[config.mk]
export PLATFORM = sky130hd
export DESIGN_NAME = id_ex_stage
export DESIGN_NICKNAME = d
export VERILOG_FILES = /design/src/rtl/id_ex_stage.sv
export SDC_FILE = /design/constraint.sdc
export NUM_CORES = 1
export LEC_CHECK = 0
export BUFFER_PORTS_ARGS = -buffer_cell sky130_fd_sc_hd__buf_2
export CORE_ASPECT_RATIO = 1.25
export CORE_UTILIZATION = 50
export DETAILED_ROUTE_END_ITERATION = 16
export HOLD_SLACK_MARGIN = 0.1
export PLACE_DENSITY = 0.82
export SLEW_MARGIN = 20
export SYNTH_ARGS = -nofsm -noshare
export SYNTH_HDL_FRONTEND = slang
export SYNTH_SLANG_ARGS = --single-unit
[constraint.sdc]
create_clock -name clk_i -period 3.61 [get_ports clk_i]
set_clock_uncertainty 0.05 [all_clocks]
set_input_delay 0 -clock clk_i [delete_from_list [all_inputs] [get_ports clk_i]]
set_output_delay 0 -clock clk_i [all_outputs]
set_load 0.005 [all_outputs]
[src/rtl/id_ex_stage.sv]
// ---------------------------------------------------------------------------
// id_ex_stage
// ID->EX pipeline register feeding the ALU. Holds one decoded instruction
// (operands, immediate, PC, ALU opcode, destination) behind a valid/ready
// handshake on both sides. On the output side it resolves register
// read-after-write hazards before driving a_o/b_o into the ALU.
//
// Configuration macro: ID_EX_FWD_EN
//   defined   : EX/MEM and MEM/WB bypass network plus load-use stall.
//   undefined : operands come from the stored register-file data only
//               (still refreshed by write-back while held); stall_o is 0.
//
// Ports
//   clk_i, rst_ni                 clock (rising edge), async active-low reset
//   flush_i                       kill the held and the incoming instruction
//   in_valid_i / in_ready_o       decode-side handshake
//   pc_i, imm_i                   instruction PC and sign-extended immediate
//   rs1_idx_i/rs1_data_i          source 1 index and register-file data
//   rs2_idx_i/rs2_data_i          source 2 index and register-file data
//   a_sel_i / b_sel_i             A: 0=rs1 1=PC ; B: 0=rs2 1=imm
//   alu_op_i, rd_idx_i, rd_we_i   ALU opcode, destination, write enable
//   exm_*                         EX/MEM bypass source (incl. load flag)
//   wb_*                          MEM/WB bypass source
//   out_valid_o / out_ready_i     EX-side handshake
//   a_o, b_o, alu_op_o            ALU operands and opcode
//   rd_idx_o, rd_we_o             destination (write enable masked for x0)
//   stall_o                       load-use hazard is holding the entry
// ---------------------------------------------------------------------------
module id_ex_stage #(
    parameter int XLEN   = 32,
    parameter int REG_AW = 5
) (
    input  logic              clk_i,
    input  logic              rst_ni,
    input  logic              flush_i,
    input  logic              in_valid_i,
    output logic              in_ready_o,
    input  logic [XLEN-1:0]   pc_i,
    input  logic [REG_AW-1:0] rs1_idx_i,
    input  logic [XLEN-1:0]   rs1_data_i,
    input  logic [REG_AW-1:0] rs2_idx_i,
    input  logic [XLEN-1:0]   rs2_data_i,
    input  logic [XLEN-1:0]   imm_i,
    input  logic              a_sel_i,
    input  logic              b_sel_i,
    input  logic [3:0]        alu_op_i,
    input  logic [REG_AW-1:0] rd_idx_i,
    input  logic              rd_we_i,
    input  logic              exm_we_i,
    input  logic [REG_AW-1:0] exm_rd_i,
    input  logic [XLEN-1:0]   exm_data_i,
    input  logic              exm_is_load_i,
    input  logic              wb_we_i,
    input  logic [REG_AW-1:0] wb_rd_i,
    input  logic [XLEN-1:0]   wb_data_i,
    output logic              out_valid_o,
    input  logic              out_ready_i,
    output logic [XLEN-1:0]   a_o,
    output logic [XLEN-1:0]   b_o,
    output logic [3:0]        alu_op_o,
    output logic [REG_AW-1:0] rd_idx_o,
    output logic              rd_we_o,
    output logic              stall_o
);

    localparam logic [REG_AW-1:0] REG_ZERO = {REG_AW{1'b0}};
    localparam logic [XLEN-1:0]   XZERO    = {XLEN{1'b0}};

    logic              valid_q, valid_d;
    logic [XLEN-1:0]   pc_q, pc_d, imm_q, imm_d;
    logic [REG_AW-1:0] rs1_idx_q, rs1_idx_d, rs2_idx_q, rs2_idx_d;
    logic [XLEN-1:0]   rs1_data_q, rs1_data_d, rs2_data_q, rs2_data_d;
    logic              a_sel_q, a_sel_d, b_sel_q, b_sel_d;
    logic [3:0]        alu_op_q, alu_op_d;
    logic [REG_AW-1:0] rd_idx_q, rd_idx_d;
    logic              rd_we_q, rd_we_d;

    logic              fire_out_s, accept_s, stall_s;
    logic [XLEN-1:0]   op_a_s, op_b_s;

`ifdef ID_EX_FWD_EN
    // Youngest producer wins; x0 is hardwired zero and never bypassed.
    function automatic logic [XLEN-1:0] pick_operand(
        input logic [REG_AW-1:0] idx,
        input logic [XLEN-1:0]   stored,
        input logic              exm_we,
        input logic [REG_AW-1:0] exm_rd,
        input logic [XLEN-1:0]   exm_data,
        input logic              wb_we,
        input logic [REG_AW-1:0] wb_rd,
        input logic [XLEN-1:0]   wb_data
    );
        logic [XLEN-1:0] res;
        if (idx == REG_ZERO) begin
            res = XZERO;
        end else if (exm_we && (exm_rd == idx)) begin
            res = exm_data;
        end else if (wb_we && (wb_rd == idx)) begin
            res = wb_data;
        end else begin
            res = stored;
        end
        return res;
    endfunction

    // Operand selection through the bypass network.
    always_comb begin
        op_a_s = pick_operand(rs1_idx_q, rs1_data_q, exm_we_i, exm_rd_i, exm_data_i,
                              wb_we_i, wb_rd_i, wb_data_i);
        op_b_s = pick_operand(rs2_idx_q, rs2_data_q, exm_we_i, exm_rd_i, exm_data_i,
                              wb_we_i, wb_rd_i, wb_data_i);
    end

    // Load-use hazard: a load in EX/MEM targets a source the ALU actually uses.
    always_comb begin
        stall_s = valid_q & exm_is_load_i & exm_we_i & (exm_rd_i != REG_ZERO) &
                  ((~a_sel_q & (exm_rd_i == rs1_idx_q)) |
                   (~b_sel_q & (exm_rd_i == rs2_idx_q)));
    end
`else
    logic unused_fwd_s;

    // No bypass: stored data only, x0 still reads as zero.
    always_comb begin
        op_a_s = (rs1_idx_q == REG_ZERO) ? XZERO : rs1_data_q;
        op_b_s = (rs2_idx_q == REG_ZERO) ? XZERO : rs2_data_q;
    end

    // Hazards are resolved by software in this build; EX/MEM inputs are ignored.
    always_comb begin
        stall_s      = 1'b0;
        unused_fwd_s = ^{exm_we_i, exm_rd_i, exm_data_i, exm_is_load_i};
    end
`endif

    // Handshake glue; in_ready allows a new beat while the held one leaves.
    always_comb begin
        out_valid_o = valid_q & ~stall_s;
        fire_out_s  = out_valid_o & out_ready_i;
        in_ready_o  = ~valid_q | fire_out_s;
        accept_s    = in_valid_i & in_ready_o & ~flush_i;
    end

    // Next-state for occupancy and payload, including write-back refresh while held.
    always_comb begin
        valid_d    = valid_q;
        pc_d       = pc_q;
        imm_d      = imm_q;
        rs1_idx_d  = rs1_idx_q;
        rs1_data_d = rs1_data_q;
        rs2_idx_d  = rs2_idx_q;
        rs2_data_d = rs2_data_q;
        a_sel_d    = a_sel_q;
        b_sel_d    = b_sel_q;
        alu_op_d   = alu_op_q;
        rd_idx_d   = rd_idx_q;
        rd_we_d    = rd_we_q;

        if (flush_i) begin
            valid_d = 1'b0;
        end else if (accept_s) begin
            valid_d = 1'b1;
        end else if (fire_out_s) begin
            valid_d = 1'b0;
        end else begin
            valid_d = valid_q;
        end

        if (accept_s) begin
            pc_d       = pc_i;
            imm_d      = imm_i;
            rs1_idx_d  = rs1_idx_i;
            rs1_data_d = rs1_data_i;
            rs2_idx_d  = rs2_idx_i;
            rs2_data_d = rs2_data_i;
            a_sel_d    = a_sel_i;
            b_sel_d    = b_sel_i;
            alu_op_d   = alu_op_i;
            rd_idx_d   = rd_idx_i;
            rd_we_d    = rd_we_i;
        end else if (valid_q && !fire_out_s) begin
            // A held entry would otherwise miss a write-back that retires while it waits.
            if (wb_we_i && (wb_rd_i == rs1_idx_q) && (rs1_idx_q != REG_ZERO)) begin
                rs1_data_d = wb_data_i;
            end else begin
                rs1_data_d = rs1_data_q;
            end
            if (wb_we_i && (wb_rd_i == rs2_idx_q) && (rs2_idx_q != REG_ZERO)) begin
                rs2_data_d = wb_data_i;
            end else begin
                rs2_data_d = rs2_data_q;
            end
        end else begin
            rs1_data_d = rs1_data_q;
            rs2_data_d = rs2_data_q;
        end
    end

    // State and payload registers.
    always_ff @(posedge clk_i or negedge rst_ni) begin
        if (!rst_ni) begin
            valid_q    <= 1'b0;
            pc_q       <= XZERO;
            imm_q      <= XZERO;
            rs1_idx_q  <= REG_ZERO;
            rs1_data_q <= XZERO;
            rs2_idx_q  <= REG_ZERO;
            rs2_data_q <= XZERO;
            a_sel_q    <= 1'b0;
            b_sel_q    <= 1'b0;
            alu_op_q   <= 4'b0000;
            rd_idx_q   <= REG_ZERO;
            rd_we_q    <= 1'b0;
        end else begin
            valid_q    <= valid_d;
            pc_q       <= pc_d;
            imm_q      <= imm_d;
            rs1_idx_q  <= rs1_idx_d;
            rs1_data_q <= rs1_data_d;
            rs2_idx_q  <= rs2_idx_d;
            rs2_data_q <= rs2_data_d;
            a_sel_q    <= a_sel_d;
            b_sel_q    <= b_sel_d;
            alu_op_q   <= alu_op_d;
            rd_idx_q   <= rd_idx_d;
            rd_we_q    <= rd_we_d;
        end
    end

    // ALU-facing outputs; writes to x0 are suppressed here.
    always_comb begin
        a_o      = a_sel_q ? pc_q : op_a_s;
        b_o      = b_sel_q ? imm_q : op_b_s;
        alu_op_o = alu_op_q;
        rd_idx_o = rd_idx_q;
        rd_we_o  = rd_we_q & (rd_idx_q != REG_ZERO);
        stall_o  = stall_s;
    end

endmodule

* Word level (Yosys, flattened, before mapping) *
Index checks and enable logic that the tools add are counted.

cells by class
  mux-type cells = 13
  equality and inequality tests = 2
  bitwise operators = 7
  reduce and logical (&&, ||, !) cells = 17

operators by type and width
  kind                 number
  32-bit two-way mux   10
  5-bit nonzero test   3
  5-bit equality test  2
  5-bit logical NOT    2
  2-bit nonzero test   3
  1-bit logical AND    5
  1-bit AND            4
  2-bit AND reduction  2
  1-bit two-way mux    3
  3-bit nonzero test   1
  1-bit inverter       2
  1-bit logical NOT    1
  1-bit OR             1

storage, ports and cells
  output and inout bits = 77
  input port bits = 232
  register bits = 151
  word-level logic and storage cells = 51

* Depth between registers and ports, before layout *
Gate-level depths: netlist of run 1.

  depth in word-level cells = 6
  depth in mapped cells = 7
  mapped depth without buffers = 5

* Least setup slack after synthesis of run 1 *
No wires, ideal clock.

  kind = reg2reg
  start = register rs1_idx_q[3]
  end = register rs1_data_q[10]
  data required time = 3.436 ns
  path slack = 1.875 ns
  period minus slack after synthesis = 1.735 ns
  library setup time = 0.124 ns
  stages on the path, launching flop included = 6
  arrival time = 1.561 ns
  buffers on the path = 1
  cells stage by stage = dfrtp_1 > or4_4 > o211a_4 > buf_6 > a41oi_2 > a21oi_1

on the way
  word-level cells in the longest chain between the ends = 5

RTL lines
  element                                   RTL line  RTL
  start: declaration                        71        logic [REG_AW-1:0] rs1_idx_q, rs1_idx_d, rs2_idx_q, rs2_idx_d;
  start signal: assignment                  218       rs1_idx_q <= rs1_idx_d;
  5-bit equality test                       183       if (wb_we_i && (wb_rd_i == rs1_idx_q) && (rs1_idx_q != REG_ZERO)) begin
  1-bit logical AND                         183
  1-bit logical AND (*)                     183
  2-bit nonzero test (no source line) (*)   --
  2-bit AND reduction (no source line) (*)  --
  end signal: assignment                    219       rs1_data_q <= rs1_data_d;
  end: declaration                          72        logic [XLEN-1:0] rs1_data_q, rs1_data_d, rs2_data_q, rs2_data_d;

Every way passes the cells marked *; elsewhere a longest branch is shown, timed or not.
A chain may end at the register's enable or synchronous reset.

* Worst setup path in the final report of run 1 *
  start = register rs2_idx_q[1]
  end = register rs2_data_q[7]

on the way
  word-level cells in the longest chain between the ends = 5

RTL lines
  element                                   RTL line  RTL
  start: declaration                        71
  start signal: assignment                  220       rs2_idx_q <= rs2_idx_d;
  5-bit equality test                       188       if (wb_we_i && (wb_rd_i == rs2_idx_q) && (rs2_idx_q != REG_ZERO)) begin
  1-bit logical AND                         188
  1-bit logical AND (*)                     188
  2-bit nonzero test (no source line) (*)   --
  2-bit AND reduction (no source line) (*)  --
  end signal: assignment                    221       rs2_data_q <= rs2_data_d;
  end: declaration                          72

Marks and branches as above.

==> summary.txt, run 1 <==
Timing
  – Fmax: 0.3488 GHz
  – Hold Slack: 0.2039 ns
  – Tcrit/Tclk final: 0.7942
  – Pins Over Slew Limit: 0
  – Final Hold Fails: 0
  – Setup ws final: 0.7431 ns
  – Unrepaired setup endpoints after global routing: no
  – Slew HR: 0.3260
  – Measured slew at the worst slew-check pin: 1.011 ns
  – TNS Setup: 0 ns
  – Final Setup Violations: 0
  – Min Clock Period, post-route: 2.867 ns

CTS
  – Clock Path Buffers: 2
  – Post-CTS setup repair buffer count: 0
  – Clk root buf: clkbuf_16
  – Post-CTS sizing: 0
  – Clock transition at path regs: 0.06 ns
  – CTS Sinks: 151
  – # H-tree levels: 4
  – Total CTS buffers: 17
  – # hold bufs at CTS: 215
  – Worst skew pair latency: 0.42 ns
  – CTS tree: built

Worst setup path
  – R2r endpoint: rs2_data_q[7]
  – Setup crit start: rs2_idx_q[1]
  – R2R Setup Slk: 0.74 ns
  – Slowest cell on the critical path: o211a_1
  – Register-to-Register Path Depth: 5
  – Critical Path RT: 3.92 ns
  – Worst setup SP type: register
  – WP data arrival: 3.17 ns
  – Critical path cell sequence: xnor2_1, o211a_1, nand3_1, a31oi_1, dlygate4sd3_1
  – Critical-path maximum fanout: 32
  – Worst setup EP type: register
  – Critical Path Sink: rs2_data_q[7]
  – Max stage delay on crit path: 0.88 ns
  – CP Class: register to register
  – Reg-to-Reg Start: rs2_idx_q[1]

Drt
  – Via density: 5.585
  – TritonRoute pass-1 iters: 6
  – Initial DRC Count: 774
  – Detail Route Antenna Nets: 0
  – DRT Wirelength: 29.33 mm
  – Routed WL per cell: 18.03 um
  – Via count: 9087
  – # DRC: 0

Worst hold path
  – Min-delay worst type: primary input to asynchronous set/reset pin

Synth
  – Post-synth EDFFs: 0
  – Synth Flop Type: dfrtp_1
  – #FFs+latches synth: 151
  – Post-synth cell types: 38
  – Share of flip-flops with an asynchronous set or reset: 1.000
  – Syn Nets: 1204
  – Area fraction of the dominant cell type after synthesis: 0.4793
  – Post-Syn Area: 7884 sq um
  – Synth warn: 0
  – Dominant cells by area after synthesis: dfrtp_1 (48%), nand2_1 (20%), a41oi_2 (6.2%)
  – Gate Count Post-Synth: 972
  – Mean post-synth cell area: 8.111 sq um
  – Post-synthesis sequential area ratio: 0.4793
  – Synth area leader: dfrtp_1

Finish
  – Syn-to-layout area delta: 52.18%
  – Share of cells above drive strength 1: 0.2553
  – Finished Cell Area: 12000 sq um
  – Nets: 1634
  – Final core utilization: 0.7892

Placement
  – Gpl congestion: 0.9383
  – I/O Buffers: 268
  – Post-Place Setup Slack: 1.402 ns
  – Cell area after placement: 9213 sq um
  – DP Wirelength: 15.18 mm

Global routing
  – First-pass GRT wire length: 45.89 mm
  – Global Route met2 Usage: 0.6137
  – Initial antenna violation count: 6
  – Vias in the first global route: 9131
  – Met3 usage: 0.07709
  – Grt ovf: 0
  – Largest net degree at the start of global routing: 165
  – GRT met1 Usage: 0.4270
  – GRT busiest layer: met2
  – Total Routing Usage GR: 0.3664

Floorplan
  – Area of the die: 16280 sq um
  – Initial Utilization: 0.5186
  – Row count: 50
  – Die width: 114.3 um
  – Chip Height: 142.4 um
  – Core ar.: 15200 sq um
  – Top Ports: 309

Power
  – Max IR drop VDD: 390.6 uV
  – Cell Pwr Density: 465.8 nW/um^2
  – Pleak: 5.783 nW

Job
  – Max cap viols: 0

Outcome
  – Status: finished clean
state kept, by name, summed over array words and instances (netlist names):
register and flops:
pc_q 32, a_sel_q 1, rs2_data_q 32, b_sel_q 1
rd_we_q 1, rs1_idx_q 5, imm_q 32, rs2_idx_q 5
out_valid_o 1, alu_op_o 4, rs1_data_q 32, rd_idx_o 5
routing by layer:
layer | up-vias | wire, um | share of wire
met1 | 4253 | 10920 | 0.37
li1 | 4087 | - | -
met3 | 149 | 2184 | 0.074
met4 | 2 | 1721 | 0.059
met2 | 596 | 14490 | 0.49
met5 | - | 13 | 0.00044
worst max-delay path, delay by kind of cell (launching register included):
family / cells / cell delay [ns]
compound gates: 2 / 1.13
buf+inv: 1 / 0.57
flops: 1 / 0.46
xor+xnor: 1 / 0.34
simple gates: 1 / 0.25
stage by stage:
stage / total power, mW / std cells
2_1_floorplan: 2.848 / 972
3_3_place_gp: 3.301 / 1376
3_5_place_dp: 3.332 / 1376
4_1_cts: 5.489 / 1622
5_1_grt: 5.845 / 1627
6_report: 5.589 / 1627
logic make-up after synthesis:
family | synth area share
buffers and inverters | 0.05063
flip-flops | 0.4793
other | 0.0004757
XOR/XNOR | 0.01206
AND/OR/NAND/NOR | 0.2600
AO/OA/AOI/OAI | 0.1976
worst min-delay path by stage:
stage / from / endpoint / slack, ns
2_1_floorplan: rst_ni / a_sel_q / -0.35
3_3_place_gp: rst_ni / imm_q[6] / 0.11
3_5_place_dp: rst_ni / imm_q[6] / 0.12
4_1_cts: rst_ni / imm_q[6] / 0.24
5_1_grt: pc_i[3] / pc_q[3] / 0.25
6_report: rst_ni / imm_q[6] / 0.20
where the power goes:
| group | internal (mW) | switching (mW) | leakage (nW) |
|---|---|---|---|
| combinational | 0.729 | 0.798 | 3.68 |
| clock | 1.17 | 0.721 | 0.303 |
| sequential | 1.95 | 0.223 | 1.80 |
| total | 3.85 | 1.74 | 5.78 |
area by class of cell:
cell class                 instances  area (sq um)
fill                             939          3204
sequential                       151          3781
clock buffer                      19         442.9
timing repair buffer             492          3592
clock inverter                    12         177.7
inverter                           1         3.754
antenna                            5         12.51
multi-input combinational        739          3727
tap                              208         260.3
Yosys cell counts (2+ instances only):
| cell type | number |
|---|---|
| o21ai_0 | 33 |
| xor2_1 | 2 |
| o211ai_1 | 8 |
| buf_6 | 7 |
| xnor2_1 | 7 |
| nand3_1 | 32 |
| buf_1 | 7 |
| nor2_1 | 48 |
| nand2_1 | 422 |
| clkbuf_1 | 44 |
| or4_4 | 2 |
| a41oi_2 | 30 |
| dfrtp_1 | 151 |
| a21oi_1 | 32 |
| buf_4 | 4 |
| buf_2 | 19 |
| a31oi_1 | 14 |
| a41oi_1 | 2 |
| o211ai_2 | 11 |
| nand3b_1 | 2 |
| o21ai_1 | 77 |
| or2_1 | 2 |
cell usage in the layout (no fill, tap or decap), types with 7 or more instances in the layout:
master | synthesis | routed
nand2_1 | 422 | 422
buf_2 | 19 | 267
dlygate4sd3_1 | 0 | 215
dfrtp_1 | 151 | 149
o21ai_1 | 77 | 77
nor2_1 | 48 | 48
o21ai_0 | 33 | 33
a21oi_1 | 32 | 32
nand3_1 | 32 | 32
a41oi_2 | 30 | 30
clkbuf_16 | 0 | 17
a31oi_1 | 14 | 14
o211ai_2 | 11 | 11
o211ai_1 | 8 | 8
xnor2_1 | 7 | 7
buf_4 | 4 | 7
No activity file was read; power rests on OpenSTA's default activity.
==> run 2: changes to the inputs <==
--- a/config.mk
+++ b/config.mk
@@ -7,10 +7,10 @@
 export LEC_CHECK = 0
 export BUFFER_PORTS_ARGS = -buffer_cell sky130_fd_sc_hd__buf_2
 export CORE_ASPECT_RATIO = 1.25
-export CORE_UTILIZATION = 50
+export CORE_UTILIZATION = 49
 export DETAILED_ROUTE_END_ITERATION = 16
 export HOLD_SLACK_MARGIN = 0.1
-export PLACE_DENSITY = 0.82
+export PLACE_DENSITY = 0.8
 export SLEW_MARGIN = 20
 export SYNTH_ARGS = -nofsm -noshare
 export SYNTH_HDL_FRONTEND = slang
==> constraint.sdc (replaced) <==
create_clock -name clk_i -period 2.7 [get_ports clk_i]
set_clock_uncertainty 0.05 [all_clocks]
set_input_delay 0 -clock clk_i [delete_from_list [all_inputs] [get_ports clk_i]]
set_output_delay 0 -clock clk_i [all_outputs]
set_load 0.005 [all_outputs]
==> run 2 against run 1 <==
  * Sequential share of layout area shrank 0.65 points
  * Largest cell class is now buffers
  * Register-to-register slack lost 0.71 ns
  * Critical path depth is the same
  * Critical path type unchanged
  * Highest routed layer is now met4
  * Non-clock buffer count grew 20
  * Power grew 33%
  * Critical endpoint is now rs2_data_q[2]
==> summary.txt, run 2 (synthesis gave the netlist of run 1 again) <==
Finish
  – Cell Count, Final, Fillers Out: 1658
  – Sequential cell area: 3781 sq um
  – Syn-to-layout area delta: 55.39%
  – Nets: 1654
  – Most frequent cells in the layout: nand2_1 (422), buf_2 (267), dlygate4sd3_1 (220), dfrtp_1 (149), o21ai_1 (77)
  – Fill cells: 927
  – Multi-input logic area: 3735 sq um
  – Finished Cell Area: 12250 sq um
  – Commonest non-fill, non-tap cell in the layout: nand2_1
  – Share of cells above drive strength 1: 0.2629

Drt
  – # DRC: 0
  – DRT Wirelength: 29.64 mm
  – Initial DRC Count: 758
  – Via count: 9088
  – TritonRoute pass-1 iters: 7
  – Detail Route Antenna Nets: 0
  – Via density: 5.481
  – Routed WL per cell: 17.88 um

Outcome
  – Status: finished clean

Worst setup path
  – Critical path cell sequence: or4_4, o211ai_4, o21ai_0, a31oi_1, dlygate4sd3_1
  – WP data arrival: 2.97 ns
  – Critical-path maximum fanout: 15
  – Worst setup SP type: register
  – R2R Setup Slk: 0.03 ns
  – Critical path buffers and inverters: 1
  – Critical Path RT: 3.00 ns
  – Max stage delay on crit path: 0.59 ns
  – Register-to-Register Path Depth: 5
  – Worst setup EP type: register
  – R2r endpoint: rs2_data_q[2]
  – Slowest cell on the critical path: dlygate4sd3_1
  – CP Class: register to register
  – Reg-to-Reg Start: rs2_idx_q[0]
  – CP delay by family, top: compound AO/OA/AOI/OAI gates

Placement
  – Gpl congestion: 0.9125
  – I/O Buffers: 268
  – DP Wirelength: 16.24 mm
  – Placed insts: 1391
  – Cell area after placement: 9363 sq um

Floorplan
  – Row count: 51
  – Top Ports: 309
  – Initial Utilization: 0.5043
  – Area of the die: 16600 sq um
  – Die width: 115.5 um
  – Chip Height: 143.8 um
  – Core ar.: 15630 sq um

Timing
  – Final Hold Fails: 0
  – Min Clock Period, post-route: 2.667 ns
  – Slew HR: 0.3694
  – Fmax: 0.3749 GHz
  – Unrepaired setup endpoints after global routing: no
  – Final Setup Violations: 0
  – TNS Setup: 0 ns
  – Measured slew at the worst slew-check pin: 0.9459 ns
  – Tcrit/Tclk final: 0.9878
  – Pins Over Slew Limit: 0

CTS
  – CTS tree: built
  – Clock Path Buffers: 2
  – CTS Sinks: 151
  – Clock transition at path regs: 0.07 ns
  – Total CTS buffers: 17
  – Worst skew pair latency: 0.42 ns
  – # H-tree levels: 4
  – Clk root buf: clkbuf_16

Worst hold path
  – Min-delay worst type: primary input to asynchronous set/reset pin

Power
  – Max IR drop VDD: 443.4 uV
  – Cell Pwr Density: 607.6 nW/um^2
  – Pleak: 5.885 nW

Global routing
  – Grt ovf: 0
  – Largest net degree at the start of global routing: 69
  – First-pass GRT wire length: 44.57 mm
  – Vias in the first global route: 8939
  – Initial antenna violation count: 9
  – Total Routing Usage GR: 0.3530

Job
  – Max cap viols: 0
run 2: worst max path at each step:
stage	slack, ns	cells past startpoint	to	startpoint
finish	0.03	5	rs2_data_q[2]	rs2_idx_q[0]
detailed placement	0.52	5	b_o[14]	rs2_idx_q[0]
CTS	0.07	5	b_o[14]	rs2_idx_q[0]
global route	0.006	5	rs2_data_q[2]	rs2_idx_q[0]
global placement	0.55	5	b_o[14]	rs2_idx_q[0]
floorplan	0.96	5	rs1_data_q[10]	rs1_idx_q[3]
run 2: metal layers:
layer | part of all wire | track usage | routed length, um | up-vias
met5 | 0 | 0 | 0 | -
met4 | 0.059 | 0.2269 | 1745 | 0
met3 | 0.075 | 0.07507 | 2238 | 149
met2 | 0.49 | 0.5900 | 14500 | 575
met1 | 0.38 | 0.4085 | 11160 | 4224
li1 | - | - | - | 4140
run 2: repair_timing:
action	CTS	global route
endpoints found under the setup margin	0	38
buffers inserted	0	4
hold endpoints to repair	284	3
hold buffers	219	1
resized for setup	0	1
run 2: cell type report:
class                      count  area share
antenna                       12    0.002451
clock inverter                13     0.01256
sequential                   151      0.3087
inverter                       1   0.0003064
multi-input combinational    739      0.3049
clock buffer                  18     0.03585
timing repair buffer         512      0.3137
tap                          212     0.02165
run 2: through the flow:
step | hold WS, ns | power (mW) | utilization | setup WS [ns]
after floorplan | -0.3456 | 3.808 | - | 0.9649
final | 0.09304 | 7.444 | 0.7836 | 0.03293
after global placement | -0.0005257 | 4.448 | 0.5989 | 0.5543
after global routing | 0.1611 | 7.784 | 0.7831 | 0.006179
after detailed placement | 0.002318 | 4.495 | 0.5989 | 0.5248
after CTS | 0.1279 | 7.295 | 0.7770 | 0.06642
run 2: report_power, final:
group	internal [mW]	switching [mW]
Sequential	2.60	0.291
Clock	1.47	0.981
Combinational	1.01	1.09
==> run 3: changes to the inputs <==
--- a/config.mk
+++ b/config.mk
@@ -5,7 +5,7 @@
 export SDC_FILE = /design/constraint.sdc
 export NUM_CORES = 1
 export LEC_CHECK = 0
-export BUFFER_PORTS_ARGS = -buffer_cell sky130_fd_sc_hd__buf_2
+export BUFFER_PORTS_ARGS = -buffer_cell sky130_fd_sc_hd__clkbuf_2
 export CORE_ASPECT_RATIO = 1.25
 export CORE_UTILIZATION = 49
 export DETAILED_ROUTE_END_ITERATION = 16
==> run 3 against run 2 <==
  * Power rose by 1.2%
  * Combinational power barely moved
  * Routed wire length rose by 3.7%
  * Global-route usage is 2.5 points higher
  * Sequential power barely moved
  * Sequential cell count unchanged
  * Critical endpoint is now rs1_data_q[28]
  * Largest cell class is now registers
  * Highest routed layer unchanged
==> summary.txt, run 3 (synthesis gave the netlist of run 1 again) <==
Timing
  – Final Hold Fails: 0
  – Min Clock Period, post-route: 2.646 ns
  – Tcrit/Tclk final: 0.9801
  – Setup ws final: 0.05374 ns
  – TNS Setup: 0 ns
  – Final Setup Violations: 0
  – Slew HR: 0.3136
  – Fmax: 0.3779 GHz
  – Measured slew at the worst slew-check pin: 1.030 ns
  – Pins Over Slew Limit: 0

Floorplan
  – Row count: 51
  – Chip Height: 143.8 um
  – Top Ports: 309
  – Die width: 115.5 um
  – Area of the die: 16600 sq um
  – Initial Utilization: 0.5043
  – Core ar.: 15630 sq um

Worst setup path
  – Slowest cell on the critical path: dlygate4sd3_1
  – Critical Path RT: 2.94 ns
  – Worst setup EP type: register
  – CP Class: register to register
  – Critical path cell sequence: or4_4, o211a_4, a41oi_2, a21oi_1, dlygate4sd3_1
  – Max stage delay on crit path: 0.63 ns
  – WP data arrival: 2.88 ns
  – Worst setup SP type: register
  – Critical-path maximum fanout: 32

Power
  – Pleak: 5.900 nW
  – Overall Power: 7.537 mW
  – Max IR drop VDD: 402.9 uV
  – Cell Pwr Density: 620.5 nW/um^2

Drt
  – Via count: 9272
  – Routed WL per cell: 18.74 um
  – DR WL met3: 2.404 mm
  – TritonRoute pass-1 iters: 5
  – Detail Route Antenna Nets: 0
  – Metal-1 WL: 11.24 mm
  – # DRC: 0
  – Via density: 5.650
  – Top Layer Used: met4
  – Initial DRC Count: 762
  – DRT Wirelength: 30.75 mm
  – Met2 wire len: 14.90 mm

Placement
  – Gpl congestion: 0.9009
  – Cell area after placement: 9295 sq um
  – I/O Buffers: 268
  – DP Wirelength: 15.96 mm
  – Post-Place Setup Slack: 0.5116 ns

CTS
  – Clk root buf: clkbuf_16
  – Clock Path Buffers: 2
  – Total CTS buffers: 17
  – Worst skew pair latency: 0.43 ns
  – # H-tree levels: 4
  – Clock transition at path regs: 0.07 ns
  – CTS Sinks: 151
  – CTS tree: built

Global routing
  – Grt ovf: 0
  – Vias in the first global route: 9371
  – First-pass GRT wire length: 47.54 mm
  – Total Routing Usage GR: 0.3777
  – Initial antenna violation count: 0
  – Largest net degree at the start of global routing: 137

Worst hold path
  – Min-delay worst type: primary input to asynchronous set/reset pin

Finish
  – Final core utilization: 0.7769
  – Syn-to-layout area delta: 54.05%
  – Finished Cell Area: 12150 sq um
  – Fill cells: 945
  – Most frequent cells in the layout: nand2_1 (422), clkbuf_2 (267), dlygate4sd3_1 (217), dfrtp_1 (149), o21ai_1 (77)
  – Commonest non-fill, non-tap cell in the layout: nand2_1
  – Nets: 1647
  – Share of cells above drive strength 1: 0.2605

Job
  – Max cap viols: 0

Outcome
  – Status: finished clean
## run 3: changes by cell type in the layout (fill, tap and decap cells not counted), sizes merged
cell / previous run / this run
clkinvlp: 4 / 2
dlygate4sd3: 220 / 217
diode: 12 / 1
clkbuf: 18 / 288
buf: 292 / 21
## run 3: path summary, 6_finish.rpt
path                              start        endpoint  slack [ns]  cells past startpoint
max                        rs1_idx_q[3]  rs1_data_q[28]        0.05                      5
min                              rst_ni     alu_op_o[2]        0.08                      2
max reg2reg                rs1_idx_q[3]  rs1_data_q[28]        0.05                      5
min reg2reg                   imm_q[18]       imm_q[18]        0.42                      2
max in group asynchronous        rst_ni       imm_q[11]        1.57                      3
min in group clk_i          out_ready_i    rs2_idx_q[2]        0.20                      6
## run 3: per-layer routing
layer / vias up / global-route usage
li1: 4112 / -
met4: 0 / 0.2796
met1: 4332 / 0.4366
met2: 627 / 0.6057
met3: 201 / 0.09279
met5: - / 0
## run 3: critical path: cells and delay by family (launching register included)
family	cells	cell delay, ns
flops	1	0.47
compound gates	3	0.77
buf+inv	1	0.63
simple gates	1	0.57
## run 3: what timing repair did
action | in CTS | in global routing
setup buffers | 0 | 4
hold endpoints to repair | 271 | 3
resized for setup | 0 | 1
setup endpoints to repair | 0 | 42
hold buffers | 216 | 1
## run 3: final cells by class
class / count / area [sq um] / share of cell area
sequential: 151 / 3781 / 0.3113
timing repair buffer: 505 / 3749 / 0.3086
multi-input combinational: 739 / 3727 / 0.3069
clock buffer: 21 / 470.5 / 0.03873
tap: 212 / 265.3 / 0.02184
clock inverter: 11 / 146.4 / 0.01205
inverter: 1 / 3.754 / 0.0003091
antenna: 1 / 2.502 / 0.0002060
## run 3: through the flow
step                hold WS [ns]  cells
floorplan                -0.3456    972
global placement       -0.006577   1387
detailed placement      -0.01159   1387
CTS                       0.1058   1635
global route              0.1315   1640
finish                   0.08236   1641
## run 3: report_power, final
group          switching [mW]  total (mW)  internal (mW)
clock network           0.974        2.50           1.53
registers               0.310        2.91           2.60
logic                    1.11        2.12           1.01
